**src/rtl/opcode_sequencer_pkg.sv**
```systemverilog
// Shared opcode and state definitions for the decode-stage opcode sequencer.
//   OPCODE_W      : native opcode width
//   OP_*          : architectural and internal-only opcodes
//   S_*           : sequencer state encoding
package opcode_sequencer_pkg;

    localparam int unsigned OPCODE_W = 5;
    localparam int unsigned STATE_W  = 2;

    localparam logic [OPCODE_W-1:0] OP_NOP   = 5'b00000;
    localparam logic [OPCODE_W-1:0] OP_CALL  = 5'b11000;
    localparam logic [OPCODE_W-1:0] OP_CALL2 = 5'b11001;
    localparam logic [OPCODE_W-1:0] OP_RET   = 5'b11010;
    localparam logic [OPCODE_W-1:0] OP_RET2  = 5'b11011;
    localparam logic [OPCODE_W-1:0] OP_RTI   = 5'b11100;
    localparam logic [OPCODE_W-1:0] OP_RTI2  = 5'b11101;
    localparam logic [OPCODE_W-1:0] OP_INT1  = 5'b11110;
    localparam logic [OPCODE_W-1:0] OP_INT2  = 5'b11111;

    localparam logic [STATE_W-1:0] S_PASS   = 2'd0;
    localparam logic [STATE_W-1:0] S_SECOND = 2'd1;
    localparam logic [STATE_W-1:0] S_INT2   = 2'd2;

endpackage

```
**src/rtl/opcode_sequencer.sv**
```systemverilog
// Decode-stage front end driving the control unit opcode.
// Expands CALL/RET/RTI into opcode pairs, injects the two-cycle interrupt
// entry sequence at instruction boundaries, and freezes fetch meanwhile.
// Ports:
//   clk, reset_n (sync, active-low)
//   instr_op, instr_valid : IF/ID opcode and valid
//   intr_req              : external interrupt request
//   stall_in              : downstream stall, freezes this block
//   opCode                : registered opcode to control unit
//   fetch_hold            : combinational freeze of PC and IF/ID
//   intr_ack              : registered pulse when OP_INT1 issues
//   illegal_op            : registered pulse on fetched internal-only opcode
module opcode_sequencer
    import opcode_sequencer_pkg::*;
#(
    parameter int unsigned OPW    = OPCODE_W,
    parameter bit          INT_EN = 1'b1
) (
    input  logic           clk,
    input  logic           reset_n,
    input  logic [OPW-1:0] instr_op,
    input  logic           instr_valid,
    input  logic           intr_req,
    input  logic           stall_in,
    output logic [OPW-1:0] opCode,
    output logic           fetch_hold,
    output logic           intr_ack,
    output logic           illegal_op
);

    logic [STATE_W-1:0] state_q, state_d;
    logic [OPW-1:0]     opcode_d;
    logic [OPW-1:0]     second_q, second_d;
    logic               pending_q, pending_d;
    logic               ack_d;
    logic               illegal_d;
    logic               req_en;

    assign req_en = intr_req & INT_EN;

    // Fetch is frozen whenever the sequencer is not consuming the IF/ID opcode.
    assign fetch_hold = stall_in | (state_q != S_PASS) | pending_q;

    // State and registered outputs; reset aborts any in-flight sequence.
    always_ff @(posedge clk) begin
        if (!reset_n) begin
            state_q    <= S_PASS;
            opCode     <= OPW'(OP_NOP);
            second_q   <= OPW'(OP_NOP);
            pending_q  <= 1'b0;
            intr_ack   <= 1'b0;
            illegal_op <= 1'b0;
        end else begin
            state_q    <= state_d;
            opCode     <= opcode_d;
            second_q   <= second_d;
            pending_q  <= pending_d;
            intr_ack   <= ack_d;
            illegal_op <= illegal_d;
        end
    end

    // Next-state and next-output decode.
    always_comb begin
        state_d   = state_q;
        opcode_d  = opCode;
        second_d  = second_q;
        pending_d = pending_q | req_en;
        ack_d     = 1'b0;
        illegal_d = 1'b0;

        if (!stall_in) begin
            case (state_q)
                S_PASS: begin
                    if (pending_q) begin
                        // A request landing on the issuing edge merges into this entry.
                        opcode_d  = OPW'(OP_INT1);
                        ack_d     = 1'b1;
                        pending_d = 1'b0;
                        state_d   = S_INT2;
                    end else if (!instr_valid) begin
                        opcode_d = OPW'(OP_NOP);
                    end else begin
                        case (instr_op)
                            OPW'(OP_CALL), OPW'(OP_RET), OPW'(OP_RTI): begin
                                opcode_d = instr_op;
                                second_d = instr_op + OPW'(1);
                                state_d  = S_SECOND;
                            end
                            OPW'(OP_CALL2), OPW'(OP_RET2), OPW'(OP_RTI2),
                            OPW'(OP_INT1), OPW'(OP_INT2): begin
                                opcode_d  = OPW'(OP_NOP);
                                illegal_d = 1'b1;
                            end
                            default: opcode_d = instr_op;
                        endcase
                    end
                end
                S_SECOND: begin
                    opcode_d = second_q;
                    state_d  = S_PASS;
                end
                S_INT2: begin
                    opcode_d = OPW'(OP_INT2);
                    state_d  = S_PASS;
                end
                default: begin
                    opcode_d = OPW'(OP_NOP);
                    state_d  = S_PASS;
                end
            endcase
        end
    end

endmodule
```
**config.mk**
```make
export PLATFORM = sky130hd
export DESIGN_NAME = opcode_sequencer
export DESIGN_NICKNAME = d
export VERILOG_FILES = /design/src/rtl/opcode_sequencer_pkg.sv /design/src/rtl/opcode_sequencer.sv
export SDC_FILE = /design/constraint.sdc
export NUM_CORES = 1
export LEC_CHECK = 0
export ABC_AREA = 1
export BUFFER_PORTS_ARGS = -buffer_cell sky130_fd_sc_hd__buf_2
export CAP_MARGIN = 20
export CORE_MARGIN = 4
export CORE_UTILIZATION = 40
export DETAILED_ROUTE_END_ITERATION = 8
export PLACE_DENSITY = 0.68
export SLEW_MARGIN = 15
export SYNTH_ARGS = -nofsm -noshare
export SYNTH_HDL_FRONTEND = slang
export SYNTH_SLANG_ARGS = --single-unit
export TNS_END_PERCENT = 30
```
**constraint.sdc**
```tcl
create_clock -name clk -period 1.4 [get_ports clk]
set_input_delay 0.14 -clock clk [delete_from_list [all_inputs] [get_ports clk]]
set_output_delay 0.14 -clock clk [all_outputs]
set_load 0.03 [all_outputs]
```
Word-level counts from Yosys, hierarchy flattened
Index checks and enable logic that the tools add are counted.

Register bits after elaboration: 15. Input bits: 10. Output and inout port bits: 8. Word-level logic and storage cells: 48.

$add $sub $neg: 1. Equal/unequal tests: 12. Muxes and demuxes: 13. Bitwise operators: 8. Reduce and logical (&&, ||, !) cells: 8.

Operator list (count): 5-bit equality test (second input constant) (8); 5-bit two-way mux (3); 5-bit case mux with 3 select lines (1); 5-bit OR reduction (2); 2-bit two-way mux (4); 3-bit OR reduction (2); 5-bit by 1-bit adder with 5-bit output (second input constant) (1); 1-bit two-way mux (5); 1-bit inverter (5); 5-bit AND reduction (1); 3-bit by 2-bit != test with 1-bit output (second input constant) (1); 3-bit != test (second input constant) (1); 1-bit bitwise OR (3); 3-bit AND reduction (1); 2-bit by 1-bit equality test with 1-bit output (second input constant) (1); 2-bit equality test (second input constant) (1); 2-bit logical NOT (1); 2-bit nonzero test (1).

Logic depth before layout (Yosys ltp)
Depth in word-level cells: 6. Depth in mapped cells: 11.

Worst setup path before layout
No wires, ideal clock.

Path kind: flip-flop to flip-flop. From: reg state_q[1]. To: reg second_q[1]. Data arrival time: 1080 ps. Data required time: 1284 ps. Setup slack: 204 ps. Cell stages (with the launch flop): 9. Buffers on the path: 0. Period minus slack after synthesis: 1196 ps. Cells stage by stage: dfxtp_1 nor2_2 nand2_2 inv_2 nand2_4 nor2_8 inv_4 o21ai_1 a21oi_1.

Longest elaborated chain between the ends: 2.

Ends and longest elaborated chain: from (decl) (RTL line opcode_sequencer.sv:31) `logic [STATE_W-1:0] state_q, state_d;`; from (signal assigned) (RTL line opcode_sequencer.sv:54) `state_q <= state_d;`; 2-bit logical NOT (RTL line opcode_sequencer.sv:73) `case (state_q)`; 5-bit AND reduction (no line); to (signal assigned) (RTL line opcode_sequencer.sv:49) `second_q <= OPW'(OP_NOP);`; to (signal assigned) (RTL line opcode_sequencer.sv:56) `second_q <= second_d;`; to (decl) (RTL line opcode_sequencer.sv:33) `logic [OPW-1:0] second_q, second_d;`.

No other way between the ends. A chain may end at the register's enable or synchronous reset.

Worst setup path after layout
From: reg state_q[0]. To: out fetch_hold.

Longest elaborated chain between the ends: 3.

Ends and longest elaborated chain: 2-bit nonzero test (RTL line opcode_sequencer.sv:42) `assign fetch_hold = stall_in | (state_q != S_PASS) | pending_q;`; 1-bit bitwise OR (2 in a row) (RTL line opcode_sequencer.sv:42); to (decl) (RTL line opcode_sequencer.sv:26) `output logic fetch_hold,`.

No other way between the ends.

==> flow_metrics.env <==
export IMPL_status="completed"
export IMPL_cts_sinks=15
export IMPL_diodes=0
export IMPL_detailed_place_hpwl_um=1450
export IMPL_postCtsHoldBufs=0
export IMPL_core_um2=2020
export IMPL_whs_ns=0.0840
export IMPL_ant_nets=0
export IMPL_route_detailed_drc=0
export IMPL_first_pass_iters=4
export IMPL_p_leak_nw=0.518
export IMPL_met1_length_um=771
export IMPL_critPathRequiredTime_ns=1.26
export IMPL_crit_type="reg -> out"
export IMPL_fin_setup_tns_ns=0
export IMPL_hold_violations=0
export IMPL_port_buffers=17
export IMPL_grt_setup_unrepaired="false"
export IMPL_fin_skew_ns=0.000371
export IMPL_vdd_drop_max_v=0.000551
export IMPL_cp_arrival_ns=1.18
export IMPL_r2r_end="second_q[1]$_SDFFE_PN0P_"
export IMPL_ys_seq_elements=15
export IMPL_hold_path_class="in -> reg"
export IMPL_syn_nets=142
export IMPL_die_w_um=54.7
export IMPL_crit_slowest_cell="dfxtp_1"
export IMPL_period_share_pct=94.5
export IMPL_drive_gt1_share_pct=20.9
export IMPL_rr_startpoint="state_q[0]$_SDFFE_PN0P_"
export IMPL_cp_cell_sequence="nor2_4 -> nand2_2 -> inv_2 -> nand2_4 -> buf_2"
export IMPL_worstSetupEndpointType="output pin"
export IMPL_highest_layer="met4"
export IMPL_num_vias=799
export IMPL_holdPathEnd="pending_q$_SDFF_PN0_"
export IMPL_maxSlewViolCount=0
export IMPL_final_common_cell="nand2_1"
export IMPL_crit_path_max_fanout=3
export IMPL_die_area_um2=2990
export IMPL_crit_buf_inv=2
export IMPL_stdcell_count=175
export IMPL_layout_cells_most_common_list="30 x nand2_1, 25 x inv_1, 17 x buf_2"
export IMPL_syn2layout_area_growth_pct=17.4
export IMPL_grt_pass1_vias=743
export IMPL_io_pins=18
export IMPL_rows=16
export IMPL_cts_buffers_inserted=3
export IMPL_drt_iter0_drc=5
export IMPL_grt_overflow=0
export IMPL_p_per_area_nw_per_um2=872
export IMPL_via_per_inst=4.57
export IMPL_fmaxAchievable_ghz=0.756
export IMPL_gp_congestion=0.806
export IMPL_cp_start_kind="flip-flop"
export IMPL_clock_latency_ns=0.28
export IMPL_clock_root_buffer="clkbuf_4"
export IMPL_tightest_slew_ns=0.349
export IMPL_finalCriticalPeriod_ns=1.32
export IMPL_avgSynthCellArea_um2=6.86
export IMPL_syn_inst=127
export IMPL_die_h_um=54.7
export IMPL_route_met3_wl_um=97
export IMPL_synth_warnings=0
export IMPL_grt_use_total_pct=14.4
export IMPL_cts_path_max_buffers=2
export IMPL_post_cts_setup_buffers=0
export IMPL_grt_max_degree=10
export IMPL_clk_pin_slew_ns=0.08
export IMPL_setup_viol=0
export IMPL_placedCellCount=171
export IMPL_netlist_area_um2=871
export IMPL_min_from="intr_req"
export IMPL_nNetsFinal=164
export IMPL_wl_met2_um=878
export IMPL_slew_headroom_pct=76.5
export IMPL_cap_viol_max_count=0
export IMPL_cts_tree="built"
export IMPL_ys_seq_area_share_pct=34.5
export IMPL_routed_wl_um=1760
export IMPL_wl_per_cell_um=10.0
export IMPL_crit_path_max_incr_delay_ns=0.35
export IMPL_synth_distinct_cells=22
export IMPL_antenna_found_initial=0
export IMPL_r2r_slack_ns=0.18
export IMPL_start_util_pct=43.1
export IMPL_reg2regPathDepth=8
export IMPL_critPathTopFamily="flip-flops"
export IMPL_htreeDepth=1
export IMPL_grt_pass1_wl_um=3060
export IMPL_holdPathStages=3
flip-flops by register name (all words and copies together), names as in the netlist:
signal,flops
opCode,5
second_q,5
pending_q,1
intr_ack,1
illegal_op,1
state_q,2
metal layers:
layer | GRT usage [%] | up-vias
met5 | 0 | -
li1 | - | 439
met4 | 2.49 | 0
met3 | 5.72 | 2
met1 | 17.1 | 345
met2 | 24.4 | 13
area by class of cell:
cell class                      count  area (um^2)
Clock buffer                        4         26.3
Fill cell                         208         1000
Inverter                           29          111
Multi-Input combinational cell     83          464
Sequential cell                    15          302
Tap cell                           27         33.8
Timing Repair Buffer               17         85.1
stage by stage:
stage / util [%] / instance area, um^2 / total power, W / setup WS (ns)
CTS: 50.2 / 1020 / 0.000906 / 0.0185
floorplan: - / 871 / 0.000600 / 0.204
detailed placement: 48.9 / 990 / 0.000662 / 0.0437
finish: 50.6 / 1020 / 0.000891 / 0.0775
global route: 50.6 / 1020 / 0.000956 / 0.00925
global placement: 48.9 / 990 / 0.000660 / 0.0808
worst register-to-register path: stages, from the launching register on:
cell,delay [ns]
dfxtp_1,0.35
nor2_4,0.14
nand2_2,0.08
inv_2,0.08
nand2_4,0.07
nor2_8,0.16
inv_4,0.06
o21ai_1,0.12
a21oi_1,0.05
cell usage after synthesis, drive strengths merged:
master,n,area share (%)
dfxtp,15,34
o21ai,11,6.3
or2,1,1.0
inv,28,12
ha,5,7.2
o211ai,1,0.86
xor2,1,1.0
nor2,9,6.0
nand3,9,7.2
nand2,32,15
nand4,1,0.72
clkinv,1,0.43
a21oi,13,7.5
power breakdown:
| group | switching [W] | internal (W) |
|---|---|---|
| clock | 0.000128 | 0.000111 |
| sequential | 0.0000103 | 0.000444 |
| combinational | 0.000132 | 0.0000660 |
worst max path at each step:
stage	from	to	slack [ns]	depth (start not counted)
after detailed placement	instr_op[0]	opCode[1]$_SDFFE_PN0N_	0.04	10
after global routing	state_q[0]$_SDFFE_PN0P_	fetch_hold	0.009	5
after global placement	instr_op[0]	opCode[1]$_SDFFE_PN0N_	0.08	10
after floorplan	state_q[1]$_SDFFE_PN0P_	second_q[1]$_SDFFE_PN0P_	0.20	8
after CTS	state_q[1]$_SDFFE_PN0P_	fetch_hold	0.02	5
final	state_q[0]$_SDFFE_PN0P_	fetch_hold	0.08	5
timing repair:
action                     in CTS  in global routing
pin swaps                       1                  0
cloned                          0                  0
resized for setup               0                  2
setup endpoints to repair       1                  2
cells by family after synthesis:
| logic type | share of synthesized area [%] |
|---|---|
| xor gates and xnor gates | 1.01 |
| buffers and inverters | 12.8 |
| AOI/OAI and AO/OA | 14.7 |
| and+or+nand+nor | 29.9 |
| DFF | 34.5 |
| adders and majority gates | 7.18 |
(Power assumes the default switching activity.)
